File: config.mk
export PLATFORM = sky130hd
export DESIGN_NAME = mux16_capture_fifo
export DESIGN_NICKNAME = d
export VERILOG_FILES = /design/src/rtl/mux16_pkg.sv /design/src/rtl/mux16_fifo_mem.sv /design/src/rtl/mux16_capture_fifo.sv
export SDC_FILE = /design/constraint.sdc
export NUM_CORES = 1
export LEC_CHECK = 0
export CORE_MARGIN = 2
export CORE_UTILIZATION = 49
export DETAILED_ROUTE_END_ITERATION = 10
export MAX_ROUTING_LAYER = met4
export PLACE_DENSITY = 0.74
export RECOVER_POWER = 25
export SLEW_MARGIN = 10
export SYNTH_ARGS = -nofsm -noshare
export SYNTH_HDL_FRONTEND = slang
export SYNTH_SLANG_ARGS = --single-unit
File: constraint.sdc
create_clock -name clk -period 2.4 [get_ports clk]
set_clock_uncertainty 0.2 [all_clocks]
set_input_delay 0.48 -clock clk [delete_from_list [all_inputs] [get_ports clk]]
set_output_delay 0.48 -clock clk [all_outputs]
set_load 0.1 [all_outputs]
File: src/rtl/mux16_pkg.sv
// Shared constants and types for the 16-bit mux capture FIFO.
// Optional feature macro: MUX16_SEL_TAG_EN (stores the mux select bit with each word).
package mux16_pkg;

    localparam int MUX_WIDTH  = 16;
    localparam int FIFO_DEPTH = 4;

`ifdef MUX16_SEL_TAG_EN
    localparam int SEL_TAG_W = 1;
`else
    localparam int SEL_TAG_W = 0;
`endif

    typedef logic [MUX_WIDTH-1:0] word_t;

    // One stored FIFO entry: the captured word plus, when enabled, its select tag.
    typedef struct packed {
`ifdef MUX16_SEL_TAG_EN
        logic  sel;
`endif
        word_t data;
    } entry_t;

endpackage

File: src/rtl/mux16_fifo_mem.sv
// DEPTH x WIDTH storage array: synchronous write port, asynchronous read port.
// Contents are deliberately not reset; occupancy tracking lives in the controller.
module mux16_fifo_mem #(
    parameter int WIDTH = 16,
    parameter int DEPTH = 4
) (
    input  logic                     clk,
    input  logic                     i_wr_en,
    input  logic [$clog2(DEPTH)-1:0] i_wr_addr,
    input  logic [WIDTH-1:0]         i_wr_data,
    input  logic [$clog2(DEPTH)-1:0] i_rd_addr,
    output logic [WIDTH-1:0]         o_rd_data
);

    logic [WIDTH-1:0] r_mem [DEPTH];

    // Write the incoming entry into the addressed slot on an accepted push.
    always_ff @(posedge clk) begin
        if (i_wr_en) begin
            r_mem[i_wr_addr] <= i_wr_data;
        end
    end

    assign o_rd_data = r_mem[i_rd_addr];

endmodule

File: src/rtl/mux16_capture_fifo.sv
// First-word-fall-through capture FIFO behind the 16-bit 2:1 mux.
// Words are pushed with an in_valid/in_ready handshake and drained with
// out_valid/out_ready. Full/empty come only from the occupancy counter, so
// the pointers are free to wrap. A full FIFO refuses a push even when a pop
// happens on the same edge.
// Optional feature macro: MUX16_SEL_TAG_EN adds in_sel/out_sel tag ports.
module mux16_capture_fifo
    import mux16_pkg::*;
#(
    parameter int WIDTH = MUX_WIDTH,
    parameter int DEPTH = FIFO_DEPTH
) (
    input  logic                     clk,
    input  logic                     rst,
    input  logic [WIDTH-1:0]         in_data,
    input  logic                     in_valid,
    output logic                     in_ready,
    output logic [WIDTH-1:0]         out_data,
    output logic                     out_valid,
    input  logic                     out_ready,
`ifdef MUX16_SEL_TAG_EN
    input  logic                     in_sel,
    output logic                     out_sel,
`endif
    output logic [$clog2(DEPTH):0]   count
);

    localparam int PTR_W = $clog2(DEPTH);
    localparam int CNT_W = PTR_W + 1;
    localparam int MEM_W = WIDTH + SEL_TAG_W;
    localparam logic [CNT_W-1:0] FULL_CNT = CNT_W'(DEPTH);

    logic [PTR_W-1:0] r_wr_ptr;
    logic [PTR_W-1:0] r_rd_ptr;
    logic [CNT_W-1:0] r_count;
    logic             w_push;
    logic             w_pop;
    logic             w_full;
    logic             w_empty;
    logic [MEM_W-1:0] w_wr_entry;
    logic [MEM_W-1:0] w_rd_entry;

    assign w_full    = (r_count == FULL_CNT);
    assign w_empty   = (r_count == {CNT_W{1'b0}});
    assign in_ready  = !rst && !w_full;
    assign out_valid = !w_empty;
    assign w_push    = in_valid && in_ready;
    assign w_pop     = out_valid && out_ready;
    assign count     = r_count;

`ifdef MUX16_SEL_TAG_EN
    assign w_wr_entry = {in_sel, in_data};
`else
    assign w_wr_entry = in_data;
`endif

    mux16_fifo_mem #(
        .WIDTH (MEM_W),
        .DEPTH (DEPTH)
    ) u_mem (
        .clk       (clk),
        .i_wr_en   (w_push),
        .i_wr_addr (r_wr_ptr),
        .i_wr_data (w_wr_entry),
        .i_rd_addr (r_rd_ptr),
        .o_rd_data (w_rd_entry)
    );

    // Advance write/read pointers on accepted pushes/pops; reset discards all entries.
    always_ff @(posedge clk) begin
        if (rst) begin
            r_wr_ptr <= {PTR_W{1'b0}};
            r_rd_ptr <= {PTR_W{1'b0}};
        end else begin
            if (w_push) begin
                r_wr_ptr <= r_wr_ptr + PTR_W'(1);
            end
            if (w_pop) begin
                r_rd_ptr <= r_rd_ptr + PTR_W'(1);
            end
        end
    end

    // Track occupancy; a simultaneous push and pop leaves it unchanged.
    always_ff @(posedge clk) begin
        if (rst) begin
            r_count <= {CNT_W{1'b0}};
        end else begin
            case ({w_push, w_pop})
                2'b10:   r_count <= r_count + CNT_W'(1);
                2'b01:   r_count <= r_count - CNT_W'(1);
                default: r_count <= r_count;
            endcase
        end
    end

    // Present the head word, forced to zero while the FIFO is empty.
    always_comb begin
        out_data = {WIDTH{1'b0}};
        if (!w_empty) begin
            out_data = w_rd_entry[WIDTH-1:0];
        end else begin
            out_data = {WIDTH{1'b0}};
        end
    end

`ifdef MUX16_SEL_TAG_EN
    // Present the head tag, forced to zero while empty or in reset.
    always_comb begin
        out_sel = 1'b0;
        if (!rst && !w_empty) begin
            out_sel = w_rd_entry[WIDTH];
        end else begin
            out_sel = 1'b0;
        end
    end
`endif

endmodule
---- Word level (Yosys, flattened, before mapping) ----
Memory sizes are Yosys's and may differ from the RTL's. A register that Yosys moved wholly into a read port is not among the register bits.
Cells that the tools add are included.
operators by class
  add/subtract/negate cells ............... 4
  eq/ne operators ......................... 3
  mux-type cells .......................... 6
  reduce and logical (&&, ||, !) cells .... 8
operators with widths
  cell                   number
  $mux W16               1
  $pmux W3 S2            1
  $add A2 B1 Y2 const B  2
  $mux W2                2
  $add A3 B1 Y3 const B  1
  $eq A3 B3 Y1 const B   1
  $logic_and A1 B1 Y1    3
  $logic_not A1 Y1       3
  $logic_not A3 Y1       1
  $sub A3 B1 Y3 const B  1
  $eq A2 B1 Y1 const B   1
  $eq A2 B2 Y1 const B   1
  $mux W1                2
  $reduce_bool A2 Y1     1
word-level totals
  bits in registers ....................... 7
  bits in writable memories ............... 64
  input port bits ......................... 20
  output and inout bits ................... 21
  logic and storage cells ................. 25
  memories kept ........................... 1
memory list
  memory       words  width  rd ports  clocked after memory_dff  write ports  line                  text
  u_mem.r_mem  4      16     1         1                         1            mux16_fifo_mem.sv:15  logic [WIDTH-1:0] r_mem [DEPTH];

---- Depth between registers and ports, before layout ----
  depth after elaboration ................. 6
  depth in mapped cells ................... 9
  gate-level depth less buffers ........... 9

---- Cells and area by module ----
Synthesis repeated with hierarchy kept, for this count alone.
second synthesis, totals
  cells, all modules ...................... 149
  area total of the unflattened synthesis .. 2860.2 µm²
by module, submodules not included
  module              times used  cells each  area an instance (µm²)  seq. area each (µm²)
  mux16_fifo_mem      1           88          2377.3                  1921.8
  mux16_capture_fifo  1           61          483.0                   140.1

---- Worst setup path after synthesis ----
OpenSTA, ideal clock, no wires.
  path type ............................... register to output
  from .................................... register r_count[0], in the netlist count[0]
  to ...................................... output out_data[11]
  data arrival time ....................... 2632 ps
  data required time ...................... 1720 ps
  setup slack ............................. -912 ps
  cell stages (with the launch flop) ...... 3
  path buffers ............................ 0
  cell sequence ........................... dfxtp_1 nor3_4 nor2b_1
between the ends
  longest elaborated chain between the ends .. 2
RTL lines
  element                   line                       text
  start: declaration        mux16_capture_fifo.sv:35   logic [CNT_W-1:0] r_count;
  start signal: assignment  mux16_capture_fifo.sv:87   r_count <= {CNT_W{1'b0}};
  start signal: assignment  mux16_capture_fifo.sv:90   2'b10: r_count <= r_count + CNT_W'(1);
  start signal: assignment  mux16_capture_fifo.sv:91   2'b01: r_count <= r_count - CNT_W'(1);
  $logic_not A3 Y1          mux16_capture_fifo.sv:44   assign w_empty = (r_count == {CNT_W{1'b0}});
  $mux W16                  mux16_capture_fifo.sv:100  if (!w_empty) begin
  end: declaration          mux16_capture_fifo.sv:18   output logic [WIDTH-1:0] out_data,
No other way between the ends.

==> impl_metrics.env <==
export IMPL_worst_pin_slew_ns=0.2665
export IMPL_nets=242
export IMPL_antenna_found_initial=0
export IMPL_numPortBuffers=40
export IMPL_postCtsHoldBufs=0
export IMPL_drt_first_pass_iters=4
export IMPL_timing_final_ws_setup_ns=0.01402
export IMPL_synth_cells=154
export IMPL_die_width_um=82.35
export IMPL_yosysTopAreaCellShare_pct=63.89
export IMPL_syn_area_mm2=0.003008
export IMPL_cts_buffer_depth=2
export IMPL_gp_congestion=0.6878
export IMPL_synth_area_leaders="edfxtp_1, mux4_2, dfxtp_1, nor2b_4, ha_1"
export IMPL_status="complete, no violations"
export IMPL_syn_area_per_cell_um2=19.53
export IMPL_ys_types=26
export IMPL_route_detailed_drc=0
export IMPL_ys_ff_latch=73
export IMPL_grt_first_pass_wirelength_um=8397
export IMPL_drt_iter0_drc=75
export IMPL_grt_remaining_overflow=0
export IMPL_cts_htree_levels=3
export IMPL_cp_max_fo=8
export IMPL_synth_nets=180
export IMPL_slew_headroom_pct=82.08
export IMPL_fmax_mhz=419.1
export IMPL_drtAntennaViolNets=0
export IMPL_timing_final_crit_period_ns=2.386
export IMPL_cp_end_kind="output port"
export IMPL_clkSlewWorstSetupHoldPaths_ns=0.07
export IMPL_totalWireLength_um=5530
export IMPL_syn_to_final_growth_pct=36.90
export IMPL_yosys_warnings=0
export IMPL_fin_cells=296
export IMPL_rsz0062_at_grt="true"
export IMPL_dp_cells=279
export IMPL_setup_viol=0
export IMPL_clock_tree_root_cell="clkbuf_8"
export IMPL_wl_per_cell_um=18.68
export IMPL_synthTopCellsByCount="edfxtp_1, mux4_2, nor2b_4"
export IMPL_core_mm2=0.005921
export IMPL_crit_arrival_ns=1.71
export IMPL_grt_pass1_vias=1720
export IMPL_maxSlewViolCount=0
export IMPL_place_ws_ns=-0.2653
export IMPL_yosysMostFrequentCell="edfxtp_1"
export IMPL_rows=28
export IMPL_dp_hpwl_um=3722
export IMPL_yosysSeqAreaShare_pct=69.88
export IMPL_via_per_inst=5.209
export IMPL_cts_tree="yes"
export IMPL_track_usage_pct=18.63
export IMPL_cts_sinks=73
export IMPL_async_flop_share_pct=0
export IMPL_required_ns=1.72
export IMPL_vias=1542
export IMPL_cts_buffers=9
export IMPL_fp_dieH_um=82.35
export IMPL_initial_utilization_pct=50.80
export IMPL_hold_path_class="reg -> reg"
export IMPL_cp_start_kind="flop"
export IMPL_setup_tns_final_ns=0
export IMPL_hold_violations=0
export IMPL_drive_above_1_share_pct=42.53
export IMPL_synth_flop_cell="edfxtp_1"
export IMPL_grt_start_max_net_pins=20
export IMPL_boundaryPins=41
export IMPL_synth_edf_count=64
export IMPL_dieArea_mm2=0.006782
export IMPL_yosysTopAreaCell="edfxtp_1"
export IMPL_maxCapViolations=0
export IMPL_post_route_period_util_pct=99.42
export IMPL_insertedDiodeCount=0
export IMPL_clk_latency_ns=0.33
export IMPL_crit_type="reg -> out"
==> final cells by class <==
class | count | area (um^2)
timing repair buffer | 57 | 758.2
inverter | 8 | 33.78
sequential | 73 | 2117
clock buffer | 9 | 123.9
fill | 359 | 1803
clock inverter | 7 | 117.6
multi-input combinational | 67 | 873.3
tap | 75 | 93.84
==> worst max-delay path, cell delays in order (launching register included) <==
cell     delay (ns)
dfxtp_4        0.39
buf_12         0.15
mux4_2         0.52
nor2b_4        0.15
buf_12         0.16
==> state kept, by name (all words and copies together), names as in the netlist, named ones only <==
register     count
u_mem.r_mem     64
count            3
r_rd_ptr         2
r_wr_ptr         2
==> final timing paths <==
check | startpoint | to | slack [ns] | depth (start not counted)
setup / recovery | flop | out_data[1] | 0.01 | 4
hold / removal | r_rd_ptr[0]$_SDFFE_PP0P_ | flop | 0.36 | 2
setup reg to reg | count[2]$_SDFFE_PP0P_ | count[2]$_SDFFE_PP0P_ | 0.12 | 9
hold reg to reg | r_rd_ptr[0]$_SDFFE_PP0P_ | flop | 0.36 | 2
==> cell usage in the layout (no fill, tap or decap), types with 4 or more instances in the layout <==
cell type,instances
and2_1,4
buf_12,21
buf_4,16
clkbuf_8,9
clkdlybuf4s50_1,10
dfxtp_1,5
dfxtp_4,4
dlygate4sd3_1,9
edfxtp_1,64
ha_1,5
inv_1,7
mux4_2,16
nor2_1,6
nor2b_4,16
==> kinds of logic (layout without fill, tap and decap cells) <==
family | Yosys count | after routing | synth area share [%]
AND/OR/NAND/NOR | 34 | 34 | 9.859
flip-flops | 73 | 73 | 69.88
AO/OA/AOI/OAI | 6 | 6 | 1.081
XOR/XNOR | 3 | 3 | 0.8737
adder cells (fa/ha/maj) | 6 | 6 | 2.745
multiplexers | 18 | 18 | 12.69
buffers and inverters | 14 | 81 | 2.870
==> stage by stage <==
| step | hold WS (ns) | cell area [um^2] | utilization [%] |
|---|---|---|---|
| after detailed placement | 0.3143 | 3839 | 64.84 |
| final | 0.3594 | 4118 | 69.55 |
| after CTS | 0.3663 | 4111 | 69.44 |
| after global placement | 0.2679 | 3839 | 64.84 |
| after global routing | 0.3688 | 4118 | 69.55 |
| after floorplan | 0.2591 | 3079 | - |
==> metal layers <==
metal / share of wire, % / vias to the layer above / wire length (um) / global-route usage, %
met4: 2.5 / 0 / 136 / 10.67
met2: 57 / 39 / 3131 / 32.58
met5: 0 / - / 0 / -
met1: 37 / 781 / 2042 / 19.48
li1: - / 711 / - / -
met3: 4.0 / 11 / 219 / 3.804
==> timing repair <==
action | 4_1_cts | 5_1_grt
pin swaps | 0 | 0
gates resized for setup | 3 | 1
buffers inserted | 0 | 0
gates cloned | 1 | 0
setup endpoints to repair | 16 | 17
Power is left out: the tool's default activity adds up to more than one toggle a clock period on the data nets, which glitch-free logic cannot reach.
==> RTL edit (same flow settings) <==
The package constant `FIFO_DEPTH` goes from 4 to 8.
--- a/src/rtl/mux16_pkg.sv
+++ b/src/rtl/mux16_pkg.sv
@@ -5,3 +5,3 @@
     localparam int MUX_WIDTH  = 16;
-    localparam int FIFO_DEPTH = 4;
+    localparam int FIFO_DEPTH = 8;
 
Interface: changed (resized count); port bits go from 41 to 42. No check against the original RTL was run, so the function may have changed too.
==> RTL edit against the original RTL <==
- the flow now finishes with violations (setup timing)
- global-route usage rose by 0.51 points
- worst setup slack worse by 280 ps
- sequential cell count up 68
- register-to-register slack lost 170 ps
- sequential share of layout area is 2.5 points higher
- design area increased by 86%
- critical path type unchanged
- synthesized cell count is 81% higher
- non-clock buffer count is 21 higher
- area after synthesis rose by 84%
- routed wire length grew 100%
==> RTL edit: results (changes against the original RTL) <==
| Metric | Value |
|---|---|
| Post-DP HPWL | 6319 microns (+70%) |
| CTS root buf | clkbuf_16 |
| Initial antenna violation count | 0 (unchanged) |
| Worst r2r src | count[0] |
| Status | complete, but fails checks |
| 1st-pass router iterations | 4 (unchanged) |
| Synth area leaders | edfxtp_1, mux4_2, dfxtp_1, mux2i_1, nor2_1 |
| Post-synth EDFFs | 128 (+100%) |
| Top Family by Delay on Critical Path | multiplexers |
| Register area share after synthesis | 73.97% (+4.1 points) |
| Largest register FFs | 128 (+100%) |
| RD Place Congestion | 0.7352 (+6.9%) |
| Arrival time at the worst endpoint | 1980 ps (+270 ps) |
| Critical path's largest stage delay | 550 ps (+30 ps) |
| Failing checks | setup timing |
| PortBufs | 41 (+2.5%) |
| Vias in the first global route | 3077 (+79%) |
| Vias/cell | 5.659 (+8.6%) |
| Placed cell area | 6919 sq um (+80%) |
| Crit-path max FO | 10 (+2) |
| Total track usage | 19.15% (+0.51 points) |
| Final setup fails | 19 (+19) |
| Worst rel slew slack | 65.13% (-17 points) |
| Cts bufs inserted | 17 (+8) |
| Setup TNS | -3892 ps (-3892 ps) |
| Post-Syn Nets | 303 (+68%) |
| H-tree depth | 4 (+1) |
| Final worst slack | -262.6 ps (-276.6 ps) |
| Worst Setup EP | out_data[8] |
| Final nets | 386 (+60%) |
| Filler instances | 682 (+90%) |
| Worst skew pair latency | 410 ps (+80 ps) |
| R2r setup slk | -50 ps (-170 ps) |
| Final wirelength | 11060 microns (+100%) |
| Iter 0 DRT Violations | 251 (+230%) |
| Synth cell count leaders | edfxtp_1, mux4_2, nor2_1, mux2i_1, dfxtp_1 |
==> RTL edit: cell count changes after synthesis, sizes merged, moves of 15 or more <==
cell | unedited run | this run
edfxtp | 64 | 128
mux4 | 16 | 32
nor2 | 7 | 28
mux2i | 1 | 18
nor2b | 16 | 1
==> RTL edit: tightest hold or removal path, stage by stage, from the launching register on <==
cell,delay (ps)
dfxtp_1,310
mux2i_1,120
nor2_1,70
==> RTL edit: where the power goes <==
part           switching (W)  internal (W)
combinational        0.00322       0.00216
clock               0.000976       0.00152
sequential          0.000107       0.00283
==> RTL edit: area by class of cell <==
type	count	area [sq um]	share of cell area [%]
timing repair buffer	78	1042	13.64
clock inverter	14	142.6	1.867
inverter	2	21.27	0.2784
sequential	141	4123	53.95
tap	140	175.2	2.292
clock buffer	17	425.4	5.567
multi-input combinational	121	1712	22.40
==> RTL edit: what timing repair did <==
item / CTS / global route
gates cloned: 0 / 1
endpoints found under the setup margin: 19 / 19
setup buffers: 1 / 0
pin swaps: 3 / 5
gates resized for setup: 10 / 15
endpoints found under the hold margin: 0 / 0
==> RTL edit: per-layer routing <==
layer	up-vias	routed length (microns)	global-route usage [%]
met5	-	0	-
met4	0	112	6.000
met3	11	595	4.665
met2	91	5767	30.43
met1	1512	4589	24.72
li1	1289	-	-
==> RTL edit: worst min-delay path by stage <==
stage                     start          end  slack, ps  depth (start not counted)
floorplan           r_rd_ptr[2]     register        280                          2
global placement    r_rd_ptr[2]     register        300                          2
detailed placement  r_rd_ptr[1]  r_rd_ptr[1]        350                          2
CTS                 r_rd_ptr[1]     register        360                          2
global route        r_rd_ptr[2]     register        380                          2
finish              r_rd_ptr[1]     register        350                          2
==> RTL edit: per-stage QoR <==
step | hold slack (ps) | worst slack, ps | instances
2_1_floorplan | 284.7 | -561.8 | 278
3_3_place_gp | 303.0 | -148.9 | 481
3_5_place_dp | 346.5 | -211.8 | 481
4_1_cts | 356.1 | -292.5 | 512
5_1_grt | 378.9 | -342.4 | 513
6_report | 345.4 | -262.6 | 513
==> RTL edit: logic make-up (layout without fill, tap and decap cells) <==
kind of cell | count (synthesis) | count (layout) | share of synthesized area, %
simple gates | 52 | 52 | 4.804
compound gates | 5 | 5 | 0.5864
flops | 141 | 141 | 73.97
fa+ha+maj | 5 | 5 | 1.128
buf+inv | 16 | 111 | 1.624
mux | 52 | 52 | 16.64
xor+xnor | 7 | 7 | 1.240
